<file path="src/rtl/mt9v034_frame_ctrl_pkg.sv">
// Shared types and constants for the MT9V034 frame capture controller.
package mt9v034_pkg;

  typedef enum logic [1:0] {
    IDLE     = 2'd0,
    WAIT_SOF = 2'd1,
    PASS     = 2'd2
  } state_t;

  localparam int unsigned ERR_SHORT_LINE = 0;
  localparam int unsigned ERR_LONG_LINE  = 1;
  localparam int unsigned ERR_EARLY_SOF  = 2;
  localparam int unsigned ERR_BITS       = 3;

  localparam int unsigned DEFAULT_WIDTH  = 752;
  localparam int unsigned DEFAULT_HEIGHT = 480;

endpackage

</file>
<file path="src/rtl/mt9v034_geom_check.sv">
// Column/row counters and line/frame geometry error detection for forwarded beats.
// Optional per-frame statistics under MT9V034_FRAME_CTRL_COUNTERS_EN.
module mt9v034_geom_check
  import mt9v034_pkg::*;
#(
  parameter int unsigned COL_BITS = 11,
  parameter int unsigned ROW_BITS = 10
) (
  input  logic                axi4sclk,
  input  logic                axi4s_reset,
  input  logic                clear,
  input  logic                beat,
  input  logic                in_frame,
  input  logic                sof,
  input  logic                eol,
  input  logic [COL_BITS-1:0] cfg_width,
  input  logic [ROW_BITS-1:0] cfg_height,
  output logic                frame_end,
  output logic [ERR_BITS-1:0] err
`ifdef MT9V034_FRAME_CTRL_COUNTERS_EN
  ,
  output logic [31:0]         frames_ok,
  output logic [31:0]         frames_err
`endif
);

  logic [COL_BITS-1:0] col_q;
  logic [COL_BITS-1:0] base_col;
  logic [ROW_BITS-1:0] row_q;
  logic [ROW_BITS-1:0] base_row;
  logic [ROW_BITS-1:0] last_row;
  logic [COL_BITS:0]   col_inc;
  logic                line_short;
  logic                line_long;
  logic                early_sof;
  logic [ERR_BITS-1:0] err_set;

  // An SOF beat restarts the frame, so all checks use counters as if they were zero.
  always_comb begin
    base_col   = sof ? '0 : col_q;
    base_row   = sof ? '0 : row_q;
    last_row   = cfg_height - ROW_BITS'(1);
    col_inc    = {1'b0, base_col} + (COL_BITS+1)'(1);
    line_short = beat && eol && (col_inc < {1'b0, cfg_width});
    line_long  = beat && eol && (col_inc > {1'b0, cfg_width});
    early_sof  = beat && sof && in_frame && ((col_q != '0) || (row_q != '0));
    frame_end  = beat && eol && (base_row == last_row);
    err_set                 = '0;
    err_set[ERR_SHORT_LINE] = line_short;
    err_set[ERR_LONG_LINE]  = line_long;
    err_set[ERR_EARLY_SOF]  = early_sof;
  end

  always_ff @(posedge axi4sclk or posedge axi4s_reset) begin
    if (axi4s_reset) begin
      col_q <= '0;
      row_q <= '0;
      err   <= '0;
    end else begin
      err <= (clear ? '0 : err) | err_set;
      if (beat) begin
        if (eol) begin
          col_q <= '0;
          row_q <= frame_end ? '0 : base_row + ROW_BITS'(1);
        end else begin
          col_q <= (base_col == '1) ? base_col : base_col + COL_BITS'(1);
          row_q <= base_row;
        end
      end
    end
  end

`ifdef MT9V034_FRAME_CTRL_COUNTERS_EN
  logic frame_err_q;
  logic frame_bad;

  always_comb frame_bad = (sof ? 1'b0 : frame_err_q) | line_short | line_long;

  always_ff @(posedge axi4sclk or posedge axi4s_reset) begin
    if (axi4s_reset) begin
      frame_err_q <= 1'b0;
      frames_ok   <= '0;
      frames_err  <= '0;
    end else begin
      if (beat) begin
        frame_err_q <= frame_end ? 1'b0 : frame_bad;
      end
      if (clear) begin
        frames_ok  <= '0;
        frames_err <= '0;
      end else begin
        if (frame_end && !frame_bad) begin
          frames_ok <= frames_ok + 32'd1;
        end
        frames_err <= frames_err + 32'(early_sof) + 32'(frame_end && frame_bad);
      end
    end
  end
`endif

endmodule

</file>
<file path="src/rtl/mt9v034_frame_ctrl.sv">
// Frame-level capture gate on the MT9V034 AXI4-Stream output (single-shot/continuous).
// Optional frame statistics outputs under MT9V034_FRAME_CTRL_COUNTERS_EN.
module mt9v034_frame_ctrl
  import mt9v034_pkg::*;
#(
  parameter int unsigned DATA_WIDTH = 16,
  parameter int unsigned COL_BITS   = 11,
  parameter int unsigned ROW_BITS   = 10
) (
  input  logic                  axi4sclk,
  input  logic                  axi4s_reset,
  input  logic                  ctrl_start,
  input  logic                  ctrl_continuous,
  input  logic                  ctrl_stop,
  input  logic [COL_BITS-1:0]   cfg_width,
  input  logic [ROW_BITS-1:0]   cfg_height,
  input  logic [DATA_WIDTH-1:0] s_axis_tdata,
  input  logic                  s_axis_tvalid,
  input  logic                  s_axis_tuser,
  input  logic                  s_axis_tlast,
  output logic                  s_axis_tready,
  output logic [DATA_WIDTH-1:0] m_axis_tdata,
  output logic                  m_axis_tvalid,
  output logic                  m_axis_tuser,
  output logic                  m_axis_tlast,
  input  logic                  m_axis_tready,
  output logic                  status_busy,
  output logic                  status_frame_done,
  output logic [ERR_BITS-1:0]   status_err
`ifdef MT9V034_FRAME_CTRL_COUNTERS_EN
  ,
  output logic [31:0]           frames_ok,
  output logic [31:0]           frames_err
`endif
);

  state_t state_q;
  state_t state_d;
  state_t end_state;
  logic   cont_q;
  logic   stop_pending_q;
  logic   fwd;
  logic   beat;
  logic   frame_end;

  assign m_axis_tdata = s_axis_tdata;
  assign m_axis_tuser = s_axis_tuser;
  assign m_axis_tlast = s_axis_tlast;
  assign status_busy  = (state_q != IDLE);
  assign beat         = fwd && s_axis_tvalid && s_axis_tready;

  always_comb begin
    state_d       = state_q;
    s_axis_tready = 1'b1;
    m_axis_tvalid = 1'b0;
    fwd           = 1'b0;
    end_state     = (cont_q && !stop_pending_q && !ctrl_stop) ? WAIT_SOF : IDLE;
    case (state_q)
      IDLE: begin
        if (ctrl_start && !ctrl_stop) begin
          state_d = WAIT_SOF;
        end
      end
      WAIT_SOF: begin
        // A stop here behaves as idle for this cycle so no lone SOF beat leaks downstream.
        if (ctrl_stop) begin
          state_d = IDLE;
        end else if (s_axis_tuser) begin
          fwd           = 1'b1;
          m_axis_tvalid = s_axis_tvalid;
          s_axis_tready = m_axis_tready;
          if (s_axis_tvalid && m_axis_tready) begin
            state_d = frame_end ? end_state : PASS;
          end
        end
      end
      PASS: begin
        fwd           = 1'b1;
        m_axis_tvalid = s_axis_tvalid;
        s_axis_tready = m_axis_tready;
        if (frame_end) begin
          state_d = end_state;
        end
      end
      default: state_d = IDLE;
    endcase
  end

  always_ff @(posedge axi4sclk or posedge axi4s_reset) begin
    if (axi4s_reset) begin
      state_q           <= IDLE;
      cont_q            <= 1'b0;
      stop_pending_q    <= 1'b0;
      status_frame_done <= 1'b0;
    end else begin
      state_q           <= state_d;
      status_frame_done <= frame_end;
      if (state_q == IDLE && ctrl_start && !ctrl_stop) begin
        cont_q <= ctrl_continuous;
      end
      if (state_d == IDLE) begin
        stop_pending_q <= 1'b0;
      end else if (state_q == PASS && ctrl_stop) begin
        stop_pending_q <= 1'b1;
      end
    end
  end

  mt9v034_geom_check #(
    .COL_BITS (COL_BITS),
    .ROW_BITS (ROW_BITS)
  ) u_geom (
    .axi4sclk    (axi4sclk),
    .axi4s_reset (axi4s_reset),
    .clear       (ctrl_start),
    .beat        (beat),
    .in_frame    (state_q == PASS),
    .sof         (s_axis_tuser),
    .eol         (s_axis_tlast),
    .cfg_width   (cfg_width),
    .cfg_height  (cfg_height),
    .frame_end   (frame_end),
    .err         (status_err)
`ifdef MT9V034_FRAME_CTRL_COUNTERS_EN
    ,
    .frames_ok   (frames_ok),
    .frames_err  (frames_err)
`endif
  );

endmodule

</file>
<file path="config.mk">
export PLATFORM = sky130hd
export DESIGN_NAME = mt9v034_frame_ctrl
export DESIGN_NICKNAME = d
export VERILOG_FILES = /design/src/rtl/mt9v034_frame_ctrl_pkg.sv /design/src/rtl/mt9v034_geom_check.sv /design/src/rtl/mt9v034_frame_ctrl.sv
export SDC_FILE = /design/constraint.sdc
export NUM_CORES = 1
export LEC_CHECK = 0
export BUFFER_PORTS_ARGS = -buffer_cell sky130_fd_sc_hd__buf_2
export CAP_MARGIN = 30
export CORE_MARGIN = 2
export CORE_UTILIZATION = 39
export CTS_CLUSTER_SIZE = 24
export DETAILED_ROUTE_END_ITERATION = 16
export SKIP_CTS_REPAIR_TIMING = 1
export SLEW_MARGIN = 20
export SYNTH_ARGS = -nofsm -noshare
export SYNTH_HDL_FRONTEND = slang
export SYNTH_SLANG_ARGS = --single-unit
</file>
<file path="constraint.sdc">
create_clock -name axi4sclk -period 4.9 [get_ports axi4sclk]
set_input_delay 0.49 -clock axi4sclk [delete_from_list [all_inputs] [get_ports axi4sclk]]
set_output_delay 0.49 -clock axi4sclk [all_outputs]
set_load 0.1 [all_outputs]
</file>
### After elaboration in Yosys (flattened, before gate mapping)

Index checks and enable logic that the tools add are counted.

* magnitude comparators: 2
* bitwise gates (word level): 1
* mux-type cells: 26
* equality and inequality tests: 4
* reduce and logical (&&, ||, !) cells: 25
* add/subtract/negate cells: 4

Operators with widths (number)
* 11-bit two-way mux: 3
* 10-bit two-way mux: 3
* 1-bit logical AND: 16
* 11-bit by 1-bit adder with 12-bit output (second input constant): 1
* 12-bit by 11-bit > comparator with 1-bit output: 1
* 12-bit by 11-bit < comparator with 1-bit output: 1
* 2-bit two-way mux: 6
* 11-bit by 1-bit adder with 11-bit output (second input constant): 1
* 11-bit equality test (second input constant): 1
* 11-bit nonzero test: 1
* 10-bit by 1-bit adder with 10-bit output (second input constant): 1
* 10-bit equality test: 1
* 10-bit nonzero test: 1
* 10-bit by 1-bit subtractor with 10-bit output (second input constant): 1
* 1-bit two-way mux: 9
* 1-bit case mux with 2 select lines: 3
* 2-bit case mux with 3 select lines: 1
* 2-bit logical NOT: 2
* 2-bit nonzero test: 2
* 3-bit two-way mux: 1
* 3-bit OR: 1
* 2-bit by 1-bit equality test with 1-bit output (second input constant): 1
* 2-bit equality test (second input constant): 1
* 1-bit logical NOT: 2
* 1-bit logical OR: 1

* flip-flop bits (word level): 29
* output and inout port bits: 25
* logic and storage cells: 69
* input port bits: 46

### Longest topological paths before layout

Gate-level depths: netlist of run 1.

* depth after elaboration: 14
* depth in mapped cells: 15
* depth with buffers taken out: 13

### Hierarchy

From an unflattened synthesis of run 1, not the netlist that was laid out.

* cell total of the unflattened synthesis: 319
* area, all modules: 2676.3 um^2

Modules (own cells, without submodules)
* mt9v034_geom_check: instances 1, cells each 263, area each 2164.6 um^2, seq. area each 600.6 um^2
* mt9v034_frame_ctrl: instances 1, cells each 56, area each 511.7 um^2, seq. area each 125.1 um^2

### Worst setup path before layout of run 1

No wires, ideal clock.

* kind: flip-flop to flip-flop
* start: reg state_q[0]
* end: reg stop_pending_q
* cell stages (with the launch flop): 10
* data required time: 4.761 ns
* clock period less this slack: 4.411 ns
* path buffers: 0
* library setup time: 0.139 ns
* slack: 0.489 ns
* arrival: 4.272 ns
* cells stage by stage: dfrtp_1 > inv_1 > ha_1 > a21oi_1 > o21ai_0 > nand2_1 > nor4_1 > nand4_1 > a21oi_1 > a311oi_2

* elaborated cells on any way between the ends: 20
* those cells by class: eq/ne: 2; mux: 10; reduce/logical: 8

RTL lines
* from (decl): RTL line mt9v034_frame_ctrl.sv:37 `state_t state_q;`
* from (signal assigned): RTL line mt9v034_frame_ctrl.sv:96 `state_q <= state_d;`
* 2-bit equality test or 2-bit by 1-bit equality test with 1-bit output (tied branches): RTL line mt9v034_frame_ctrl.sv:58 `case (state_q)`
* 1-bit case mux with 2 select lines (*): RTL line mt9v034_frame_ctrl.sv:58
* named net s_axis_tready: RTL line mt9v034_frame_ctrl.sv:21 `output logic s_axis_tready,`
* 1-bit logical AND (*): RTL line mt9v034_frame_ctrl.sv:50 `assign beat = fwd && s_axis_tvalid && s_axis_tready;`
* 1-bit logical AND (*) (2 in a row): RTL line mt9v034_geom_check.sv:47 `frame_end = beat && eol && (base_row == last_row);`
* 2-bit two-way mux: RTL line mt9v034_frame_ctrl.sv:73 `state_d = frame_end ? end_state : PASS;`
* 2-bit two-way mux: RTL line mt9v034_frame_ctrl.sv:72 `if (s_axis_tvalid && m_axis_tready) begin`
* 2-bit two-way mux: RTL line mt9v034_frame_ctrl.sv:68 `end else if (s_axis_tuser) begin`
* 2-bit two-way mux: RTL line mt9v034_frame_ctrl.sv:66 `if (ctrl_stop) begin`
* 2-bit case mux with 3 select lines (*): RTL line mt9v034_frame_ctrl.sv:58
* 2-bit logical NOT (*): RTL line mt9v034_frame_ctrl.sv:101 `if (state_d == IDLE) begin`
* 1-bit two-way mux or 2-bit nonzero test (tied branches)
* to (signal assigned): RTL line mt9v034_frame_ctrl.sv:93 `stop_pending_q <= 1'b0;`
* to (signal assigned): RTL line mt9v034_frame_ctrl.sv:102 `stop_pending_q <= 1'b0;`
* to (signal assigned): RTL line mt9v034_frame_ctrl.sv:104 `stop_pending_q <= 1'b1;`
* to (decl): RTL line mt9v034_frame_ctrl.sv:41 `logic stop_pending_q;`

Mark *: on every way through the listed nets, which the timed path passes. The rest lies on a longest branch.
A chain may end at the register's enable or synchronous reset.

### Final worst setup path of run 1

* start: in s_axis_tuser
* end: reg u_geom.err[0]

* longest elaborated chain between the ends: 8
* elaborated cells on any way between the ends: 14
* those cells by class: add/sub: 1; order compare: 1; mux: 7; bitwise: 1; reduce/logical: 4

RTL lines
* from (decl): RTL line mt9v034_frame_ctrl.sv:19 `input logic s_axis_tuser,`
* parallel branches: the longest is 6 deep, another holds 11-bit by 1-bit adder with 12-bit output
* 1-bit logical AND (*): RTL line mt9v034_geom_check.sv:44 `line_short = beat && eol && (col_inc < {1'b0, cfg_width});`
* 3-bit OR (*): RTL line mt9v034_geom_check.sv:60 `err <= (clear ? '0 : err) | err_set;`
* to (signal assigned): RTL line mt9v034_geom_check.sv:60
* to (decl): RTL line mt9v034_geom_check.sv:19 `output logic [ERR_BITS-1:0] err`

Mark *: on every way between the ends.

==> results of run 1 <==
[routing by layer]
| layer | track usage [%] | up-vias | wire [um] |
|---|---|---|---|
| met3 | 2.83 | 6 | 265 |
| li1 | - | 1217 | - |
| met5 | 0 | - | 0 |
| met1 | 24.4 | 1150 | 3150 |
| met2 | 28.2 | 67 | 2910 |
| met4 | 4.76 | 0 | 81 |
[through the flow]
step	std cells	instance area (sq um)	total power, mW	hold WS [ps]	utilization [%]
floorplan	335	2740	0.640	465	-
global placement	441	2880	0.650	485	42.4
detailed placement	441	2880	0.656	484	42.4
CTS	449	2990	0.878	274	43.9
global route	449	2990	0.928	287	43.9
finish	449	2990	0.871	266	43.9
[registers in the layout, summed over array words and instances (netlist names)]
| register | cells |
|---|---|
| cont_q | 1 |
| status_frame_done | 1 |
| stop_pending_q | 1 |
| state_q | 2 |
| u_geom.row_q | 10 |
| u_geom.col_q | 11 |
| u_geom.err | 3 |
[placed cells by master, fill, tap and decap left out, drive strengths merged, types with 11 or more instances in the layout]
master  instances
nand3          16
nor2b          11
nand4          11
dfrtp          29
xnor2          13
buf            40
nand2          29
nor2           24
a21oi          17
o21ai          18
ha             18
inv            25
[worst reg2reg max path, stage by stage (launching register included)]
cell                      delay [ps]
sky130_fd_sc_hd__dfrtp_1         430
sky130_fd_sc_hd__nor2b_1         290
sky130_fd_sc_hd__ha_1            240
sky130_fd_sc_hd__nand3_1         180
sky130_fd_sc_hd__or3_1           400
sky130_fd_sc_hd__a21oi_1         230
sky130_fd_sc_hd__ha_1            280
sky130_fd_sc_hd__a21o_1          150
sky130_fd_sc_hd__a21o_1          160
sky130_fd_sc_hd__a21o_1          170
sky130_fd_sc_hd__a21o_1          170
sky130_fd_sc_hd__a21oi_1         200
sky130_fd_sc_hd__a32o_1          180
[power by group]
group / leakage (nW) / total (mW) / internal, mW / switching [mW]
combinational: 0.960 / 0.338 / 0.108 / 0.231
clock: 0.0542 / 0.219 / 0.127 / 0.0927
sequential: 0.380 / 0.313 / 0.271 / 0.0422
[synth_stat cells (2+ instances only)]
cell                        count
sky130_fd_sc_hd__xor2_1         8
sky130_fd_sc_hd__nand2b_1       7
sky130_fd_sc_hd__a21o_1         7
sky130_fd_sc_hd__ha_1          18
sky130_fd_sc_hd__and4_1         3
sky130_fd_sc_hd__o21ai_0       14
sky130_fd_sc_hd__a32o_1         4
sky130_fd_sc_hd__buf_4         18
sky130_fd_sc_hd__a21oi_1       17
sky130_fd_sc_hd__nor3_1         5
sky130_fd_sc_hd__nor4_1         5
sky130_fd_sc_hd__mux2i_1        4
sky130_fd_sc_hd__o21ai_1        4
sky130_fd_sc_hd__or2_2          2
sky130_fd_sc_hd__nor3b_1        3
sky130_fd_sc_hd__or4_4          2
sky130_fd_sc_hd__and2_1         3
sky130_fd_sc_hd__xnor2_1       13
sky130_fd_sc_hd__clkbuf_1      11
sky130_fd_sc_hd__nor2b_1       11
sky130_fd_sc_hd__a22oi_1        2
sky130_fd_sc_hd__dfrtp_1       29
sky130_fd_sc_hd__or4_1          3
sky130_fd_sc_hd__nor2_1        24
sky130_fd_sc_hd__o2bb2ai_1      2
sky130_fd_sc_hd__nand2_1       29
sky130_fd_sc_hd__or3_1          3
sky130_fd_sc_hd__nand3_1       16
sky130_fd_sc_hd__nand4_1       10
sky130_fd_sc_hd__inv_1         25
sky130_fd_sc_hd__o31ai_1        8
sky130_fd_sc_hd__and3b_1        2
[final timing paths]
kind	slack, ps	to
worst max register to register	1750	u_geom.err[0]
worst max-delay path	1610	u_geom.err[0]
worst min register to register	490	u_geom.err[0]
max in group asynchronous	4360	u_geom.row_q[3]
min in group axi4sclk	440	cont_q
worst min-delay path	270	u_geom.col_q[6]
[cell type report]
cell class | count | area, sq um | share of cell area [%]
Clock inverter | 1 | 5.00 | 0.168
Tap cell | 96 | 120 | 4.02
Multi-Input combinational cell | 251 | 1740 | 58.3
Inverter | 25 | 93.8 | 3.14
Timing Repair Buffer | 40 | 205 | 6.87
Sequential cell | 29 | 726 | 24.3
Clock buffer | 7 | 96.3 | 3.23
[cell families after synthesis]
family                     count (synthesis)  share of synthesized area (%)
DFF                                       29                           26.5
adders and majority gates                 18                           8.22
AOI/OAI and AO/OA                         72                           19.1
xor gates and xnor gates                  21                           6.72
and+or+nand+nor                          134                           27.1
muxes                                      6                           2.38
buffers and inverters                     55                           10.0
==> flow_results.xml, run 1 <==
<?xml version="1.0" encoding="UTF-8"?>
<metrics>
  <group name="layout">
    <metric name="syn_to_final_growth" unit="%">9.00</metric>
    <metric name="final_layout_size_suffix_gt1_share" unit="%">17.6</metric>
    <metric name="nFillCells" unit="">684</metric>
    <metric name="insertedDiodeCount" unit="">0</metric>
    <metric name="layout.nets" unit="">416</metric>
  </group>
  <group name="worst_hold_path">
    <metric name="worst_hold_path_type" unit="">in2async</metric>
  </group>
  <group name="grt">
    <metric name="globalRouteTotalUtil" unit="%">17.5</metric>
    <metric name="first_global_vias" unit="">2356</metric>
    <metric name="initial_antenna_violation_count" unit="">0</metric>
    <metric name="grt_pass1_wl" unit="mm">10.9</metric>
    <metric name="largest_net_degree_at_the_start_of_global_routing" unit="">37</metric>
    <metric name="grt-ovfl-total" unit="">0</metric>
  </group>
  <group name="cts">
    <metric name="root_buffer" unit="">sky130_fd_sc_hd__clkbuf_8</metric>
    <metric name="cts_max_level" unit="">2</metric>
    <metric name="clkSinkCount" unit="">29</metric>
    <metric name="tritoncts.num_buffers" unit="">5</metric>
    <metric name="cts.reportedPaths.clkPinSlew" unit="ps">70</metric>
    <metric name="cts-root-to-sink-buffers" unit="">2</metric>
    <metric name="cts_tree" unit="">yes</metric>
    <metric name="clk-insertion-delay-late" unit="ps">290</metric>
  </group>
  <group name="setup_path">
    <metric name="cp_slowest_cell" unit="">sky130_fd_sc_hd__or3_1</metric>
    <metric name="timing.critical_path.mode_cell" unit="">sky130_fd_sc_hd__a21o_1</metric>
    <metric name="setup_cp_type" unit="">in2reg</metric>
    <metric name="critical-path-max-stage-delay" unit="ps">400</metric>
    <metric name="required_arrival_time_at_the_worst_endpoint" unit="ps">5120</metric>
    <metric name="rr_worst_depth" unit="">12</metric>
    <metric name="cp_top_family" unit="">compound AO/OA/AOI/OAI gates</metric>
    <metric name="kind_of_end_point_of_the_critical_path" unit="">flop</metric>
    <metric name="critPathLaunch" unit="">s_axis_tuser</metric>
    <metric name="crit_path_start_kind" unit="">input pin</metric>
    <metric name="worstPathArrival" unit="ps">3510</metric>
    <metric name="timing.critical_path.depth" unit="">13</metric>
    <metric name="worstReg2RegStart" unit="">u_geom.col_q[0]</metric>
    <metric name="worst-path-max-fanout" unit="">36</metric>
    <metric name="crit_path_cell_trace" unit="">buf_2, nor2b_1, ha_1, nand3_1, or3_1, a21oi_1, ha_1, a21o_1, a21o_1, a21o_1, a21o_1, a21oi_1, a32o_1</metric>
    <metric name="critical_path_buf_inv_count" unit="">1</metric>
  </group>
  <group name="synthesis">
    <metric name="synth_seq_area_share" unit="%">26.5</metric>
    <metric name="syn_area" unit="sq um">2740</metric>
    <metric name="netlist.area_leader.share" unit="%">26.5</metric>
    <metric name="synth_top_cell_by_area" unit="">sky130_fd_sc_hd__dfrtp_1</metric>
    <metric name="synthDistinctLibCells" unit="">55</metric>
    <metric name="postSynth.topFlopCell" unit="">sky130_fd_sc_hd__dfrtp_1</metric>
    <metric name="post_synth.cell_area_avg" unit="sq um">8.18</metric>
    <metric name="synth_top_cells_by_area" unit="">sky130_fd_sc_hd__dfrtp_1, sky130_fd_sc_hd__ha_1, sky130_fd_sc_hd__buf_4</metric>
    <metric name="synth_nets" unit="">399</metric>
    <metric name="syn-instance-count" unit="">335</metric>
    <metric name="synth-edff-count" unit="">0</metric>
    <metric name="yosysWarningCount" unit="">0</metric>
    <metric name="async_reset_ff_share" unit="%">100</metric>
    <metric name="synth.ff_latch_count" unit="">29</metric>
  </group>
  <group name="timing">
    <metric name="setup_viol" unit="">0</metric>
    <metric name="fin_crit" unit="ps">3290</metric>
    <metric name="slew_violations" unit="">0</metric>
    <metric name="rsz0062_at_grt" unit="">no</metric>
    <metric name="post-route-worst-setup-slack" unit="ps">1610</metric>
    <metric name="clock_skew" unit="ps">5.00</metric>
    <metric name="timing.fmax" unit="MHz">304</metric>
    <metric name="max-slew-margin-rel" unit="%">56.7</metric>
    <metric name="setup_tns" unit="ps">0</metric>
    <metric name="tightestPinTransition" unit="ps">649</metric>
    <metric name="final-hold-violation-count" unit="">0</metric>
    <metric name="share_of_the_clock_period_used_by_the_worst_path" unit="%">67.1</metric>
  </group>
  <group name="floorplanning">
    <metric name="dieArea" unit="sq um">7710</metric>
    <metric name="initial_utilization" unit="%">40.3</metric>
    <metric name="placement_rows" unit="">30</metric>
    <metric name="die_height" unit="um">87.8</metric>
    <metric name="top_level_ports" unit="">71</metric>
    <metric name="core" unit="sq um">6790</metric>
    <metric name="die_w" unit="um">87.8</metric>
  </group>
  <group name="detailed_routing">
    <metric name="post_drt_wl_per_cell" unit="um">14.3</metric>
    <metric name="drt_pass1_iterations" unit="">4</metric>
    <metric name="via_count" unit="">2440</metric>
    <metric name="via_per_inst" unit="">5.43</metric>
    <metric name="route.antenna.remaining_nets" unit="">0</metric>
    <metric name="first_iter_violations" unit="">156</metric>
    <metric name="drc" unit="">0</metric>
    <metric name="postRouteWirelength" unit="mm">6.40</metric>
  </group>
  <group name="place">
    <metric name="sum_of_net_half_perimeters_after_detailed_placement" unit="mm">4.77</metric>
    <metric name="detailedPlace.worstSlack" unit="ps">1350</metric>
    <metric name="port_buffers" unit="">38</metric>
    <metric name="finalWeightedCongestion" unit="">0.862</metric>
  </group>
  <group name="status">
    <metric name="status" unit="">finished clean</metric>
  </group>
  <group name="power_and_ir_drop">
    <metric name="power_leakage" unit="nW">1.39</metric>
    <metric name="power.ir.vdd_worst" unit="mV">0.103</metric>
    <metric name="power.density" unit="nW/um^2">292</metric>
  </group>
  <group name="job">
    <metric name="max-cap-violations" unit="">0</metric>
  </group>
</metrics>
No activity file was read; power rests on OpenSTA's default activity.
==> inputs of run 2 (changes only) <==
- clock period: 4.9 -> 3.4 ns (I/O delays scaled with it)
==> run 2 against run 1 <==
Effect of this change: power up 42%; global-route usage about the same; critical path depth down 1; sequential cell count unchanged; sequential power up 44%; clock power up 32%; first-iteration DRC count down 24%; via count down 2.3%; critical path type is now reg2reg; critical endpoint unchanged; largest cell class unchanged.
==> flow_results.xml, run 2 (synthesis gave the netlist of run 1 again) <==
<?xml version="1.0" encoding="UTF-8"?>
<metrics>
  <group name="cts">
    <metric name="root_buffer" unit="">sky130_fd_sc_hd__clkbuf_8</metric>
    <metric name="cts_max_level" unit="">2</metric>
    <metric name="cts.reportedPaths.clkPinSlew" unit="ps">70</metric>
    <metric name="cts-root-to-sink-buffers" unit="">2</metric>
    <metric name="tritoncts.num_buffers" unit="">5</metric>
    <metric name="clk-insertion-delay-late" unit="ps">290</metric>
    <metric name="clkSinkCount" unit="">29</metric>
    <metric name="cts_tree" unit="">yes</metric>
  </group>
  <group name="grt">
    <metric name="grt.met3_usage" unit="%">2.45</metric>
    <metric name="largest_net_degree_at_the_start_of_global_routing" unit="">34</metric>
    <metric name="grt-ovfl-total" unit="">0</metric>
    <metric name="gr-usage-met2" unit="%">27.3</metric>
    <metric name="grt_pass1_wl" unit="mm">10.7</metric>
    <metric name="grt_most_used_layer" unit="">met2</metric>
    <metric name="initial_antenna_violation_count" unit="">0</metric>
    <metric name="first_global_vias" unit="">2224</metric>
    <metric name="grt_use_met1" unit="%">25.1</metric>
    <metric name="globalRouteTotalUtil" unit="%">17.6</metric>
  </group>
  <group name="place">
    <metric name="sum_of_net_half_perimeters_after_detailed_placement" unit="mm">4.86</metric>
    <metric name="finalWeightedCongestion" unit="">0.795</metric>
    <metric name="port_buffers" unit="">38</metric>
    <metric name="detailedPlace.worstSlack" unit="ps">251</metric>
  </group>
  <group name="detailed_routing">
    <metric name="first_iter_violations" unit="">118</metric>
    <metric name="via_count" unit="">2385</metric>
    <metric name="postRouteWirelength" unit="mm">6.48</metric>
    <metric name="drt_pass1_iterations" unit="">4</metric>
    <metric name="post_drt_wl_per_cell" unit="um">14.4</metric>
    <metric name="via_per_inst" unit="">5.29</metric>
    <metric name="drc" unit="">0</metric>
    <metric name="route.antenna.remaining_nets" unit="">0</metric>
  </group>
  <group name="layout">
    <metric name="layout.cells.most_common_list" unit="">sky130_fd_sc_hd__buf_2, sky130_fd_sc_hd__nand2_1, sky130_fd_sc_hd__dfrtp_1, sky130_fd_sc_hd__inv_1, sky130_fd_sc_hd__nor2_1</metric>
    <metric name="area.sequential" unit="sq um">726</metric>
    <metric name="largest_register_ff_count" unit="">11</metric>
    <metric name="final_layout_size_suffix_gt1_share" unit="%">18.3</metric>
    <metric name="layout.nets" unit="">418</metric>
    <metric name="insertedDiodeCount" unit="">0</metric>
    <metric name="multi_input_area" unit="sq um">1740</metric>
    <metric name="nFillCells" unit="">725</metric>
    <metric name="layout.core_utilization" unit="%">44.0</metric>
    <metric name="mostFrequentLayoutCell" unit="">sky130_fd_sc_hd__buf_2</metric>
    <metric name="top_regs" unit="">u_geom.col_q (11), u_geom.row_q (10), u_geom.err (3)</metric>
    <metric name="register_with_the_most_flip_flops" unit="">u_geom.col_q</metric>
    <metric name="syn_to_final_growth" unit="%">9.14</metric>
  </group>
  <group name="worst_hold_path">
    <metric name="worst_hold_path_type" unit="">in2async</metric>
  </group>
  <group name="floorplanning">
    <metric name="core" unit="sq um">6790</metric>
    <metric name="die_w" unit="um">87.8</metric>
    <metric name="dieArea" unit="sq um">7710</metric>
    <metric name="top_level_ports" unit="">71</metric>
    <metric name="placement_rows" unit="">30</metric>
    <metric name="initial_utilization" unit="%">40.3</metric>
    <metric name="die_height" unit="um">87.8</metric>
  </group>
  <group name="timing">
    <metric name="setup_tns" unit="ps">0</metric>
    <metric name="tightestPinTransition" unit="ps">522</metric>
    <metric name="share_of_the_clock_period_used_by_the_worst_path" unit="%">90.5</metric>
    <metric name="max-slew-margin-rel" unit="%">65.4</metric>
    <metric name="fin_crit" unit="ps">3080</metric>
    <metric name="post-route-worst-setup-slack" unit="ps">323</metric>
    <metric name="slew_violations" unit="">0</metric>
    <metric name="setup_viol" unit="">0</metric>
    <metric name="final-hold-violation-count" unit="">0</metric>
    <metric name="clock_skew" unit="ps">6.94</metric>
    <metric name="timing.fmax" unit="MHz">325</metric>
    <metric name="rsz0062_at_grt" unit="">no</metric>
  </group>
  <group name="status">
    <metric name="status" unit="">finished clean</metric>
  </group>
  <group name="setup_path">
    <metric name="worstPathArrival" unit="ps">3300</metric>
    <metric name="rr_worst_depth" unit="">12</metric>
    <metric name="reg2reg_to" unit="">u_geom.err[0]</metric>
    <metric name="critPathLaunch" unit="">u_geom.col_q[0]</metric>
    <metric name="worst-path-max-fanout" unit="">6</metric>
    <metric name="kind_of_end_point_of_the_critical_path" unit="">flop</metric>
    <metric name="endpoint" unit="">u_geom.err[0]</metric>
    <metric name="setup_cp_type" unit="">reg2reg</metric>
    <metric name="crit_path_start_kind" unit="">flop</metric>
    <metric name="required_arrival_time_at_the_worst_endpoint" unit="ps">3620</metric>
    <metric name="worstReg2RegStart" unit="">u_geom.col_q[0]</metric>
    <metric name="timing.reg2reg.setup_slack" unit="ps">320</metric>
  </group>
  <group name="power_and_ir_drop">
    <metric name="power.density" unit="nW/um^2">414</metric>
    <metric name="power.ir.vdd_worst" unit="mV">0.136</metric>
    <metric name="power_leakage" unit="nW">1.40</metric>
  </group>
  <group name="job">
    <metric name="max-cap-violations" unit="">0</metric>
  </group>
</metrics>
==> run 2: cell count changes in the layout (fill, tap and decap cells not counted) <==
cell	before	now
sky130_fd_sc_hd__clkinvlp_4	0	1
sky130_fd_sc_hd__clkbuf_8	7	5
sky130_fd_sc_hd__o21ai_0	14	13
sky130_fd_sc_hd__clkinv_2	1	2
sky130_fd_sc_hd__buf_4	2	4
sky130_fd_sc_hd__o21ai_2	0	1
==> run 2: area by class of cell <==
| cell class | instances | share of cell area, % |
|---|---|---|
| Clock buffer | 5 | 2.30 |
| Multi-Input combinational cell | 251 | 58.3 |
| Clock inverter | 3 | 0.586 |
| Timing Repair Buffer | 42 | 7.37 |
| Tap cell | 96 | 4.02 |
| Sequential cell | 29 | 24.3 |
| Inverter | 25 | 3.14 |
==> run 2: power breakdown <==
part           switching, mW  internal (mW)
logic                  0.338          0.161
registers             0.0617          0.390
clock network          0.147          0.141
total                  0.547          0.692
==> run 2: worst min-delay path by stage <==
stage,start,endpoint,slack (ps),cells past startpoint
global placement,axi4s_reset,status_frame_done,330,2
CTS,axi4s_reset,status_frame_done,20,2
global route,axi4s_reset,status_frame_done,40,2
detailed placement,axi4s_reset,status_frame_done,340,2
finish,axi4s_reset,cont_q,20,2
floorplan,axi4s_reset,cont_q,420,1
==> run 2: per-layer routing <==
metal  up-vias  wire length [um]
met4         0                65
met5         -                 0
met2        45              2900
li1       1216                 -
met3         6               222
met1      1118              3290
==> run 2: critical path, cell delays in order (launching register included) <==
cell,delay [ps]
sky130_fd_sc_hd__dfrtp_1,420
sky130_fd_sc_hd__nor2b_1,270
sky130_fd_sc_hd__ha_1,230
sky130_fd_sc_hd__nand3_1,170
sky130_fd_sc_hd__or3_1,380
sky130_fd_sc_hd__a21oi_1,210
sky130_fd_sc_hd__ha_1,280
sky130_fd_sc_hd__a21o_1,160
sky130_fd_sc_hd__a21o_1,170
sky130_fd_sc_hd__a21o_1,160
sky130_fd_sc_hd__a21o_1,160
sky130_fd_sc_hd__a21oi_1,200
sky130_fd_sc_hd__a32o_1,200
==> run 2: through the flow <==
| step | total power, mW | std cells | hold slack, ps | instance area, sq um |
|---|---|---|---|---|
| floorplan | 0.928 | 335 | 418 | 2740 |
| global placement | 0.948 | 443 | 329 | 2900 |
| detailed placement | 0.954 | 443 | 338 | 2900 |
| CTS | 1.25 | 451 | 19.8 | 2990 |
| global route | 1.32 | 451 | 37.7 | 2990 |
| finish | 1.24 | 451 | 18.5 | 2990 |
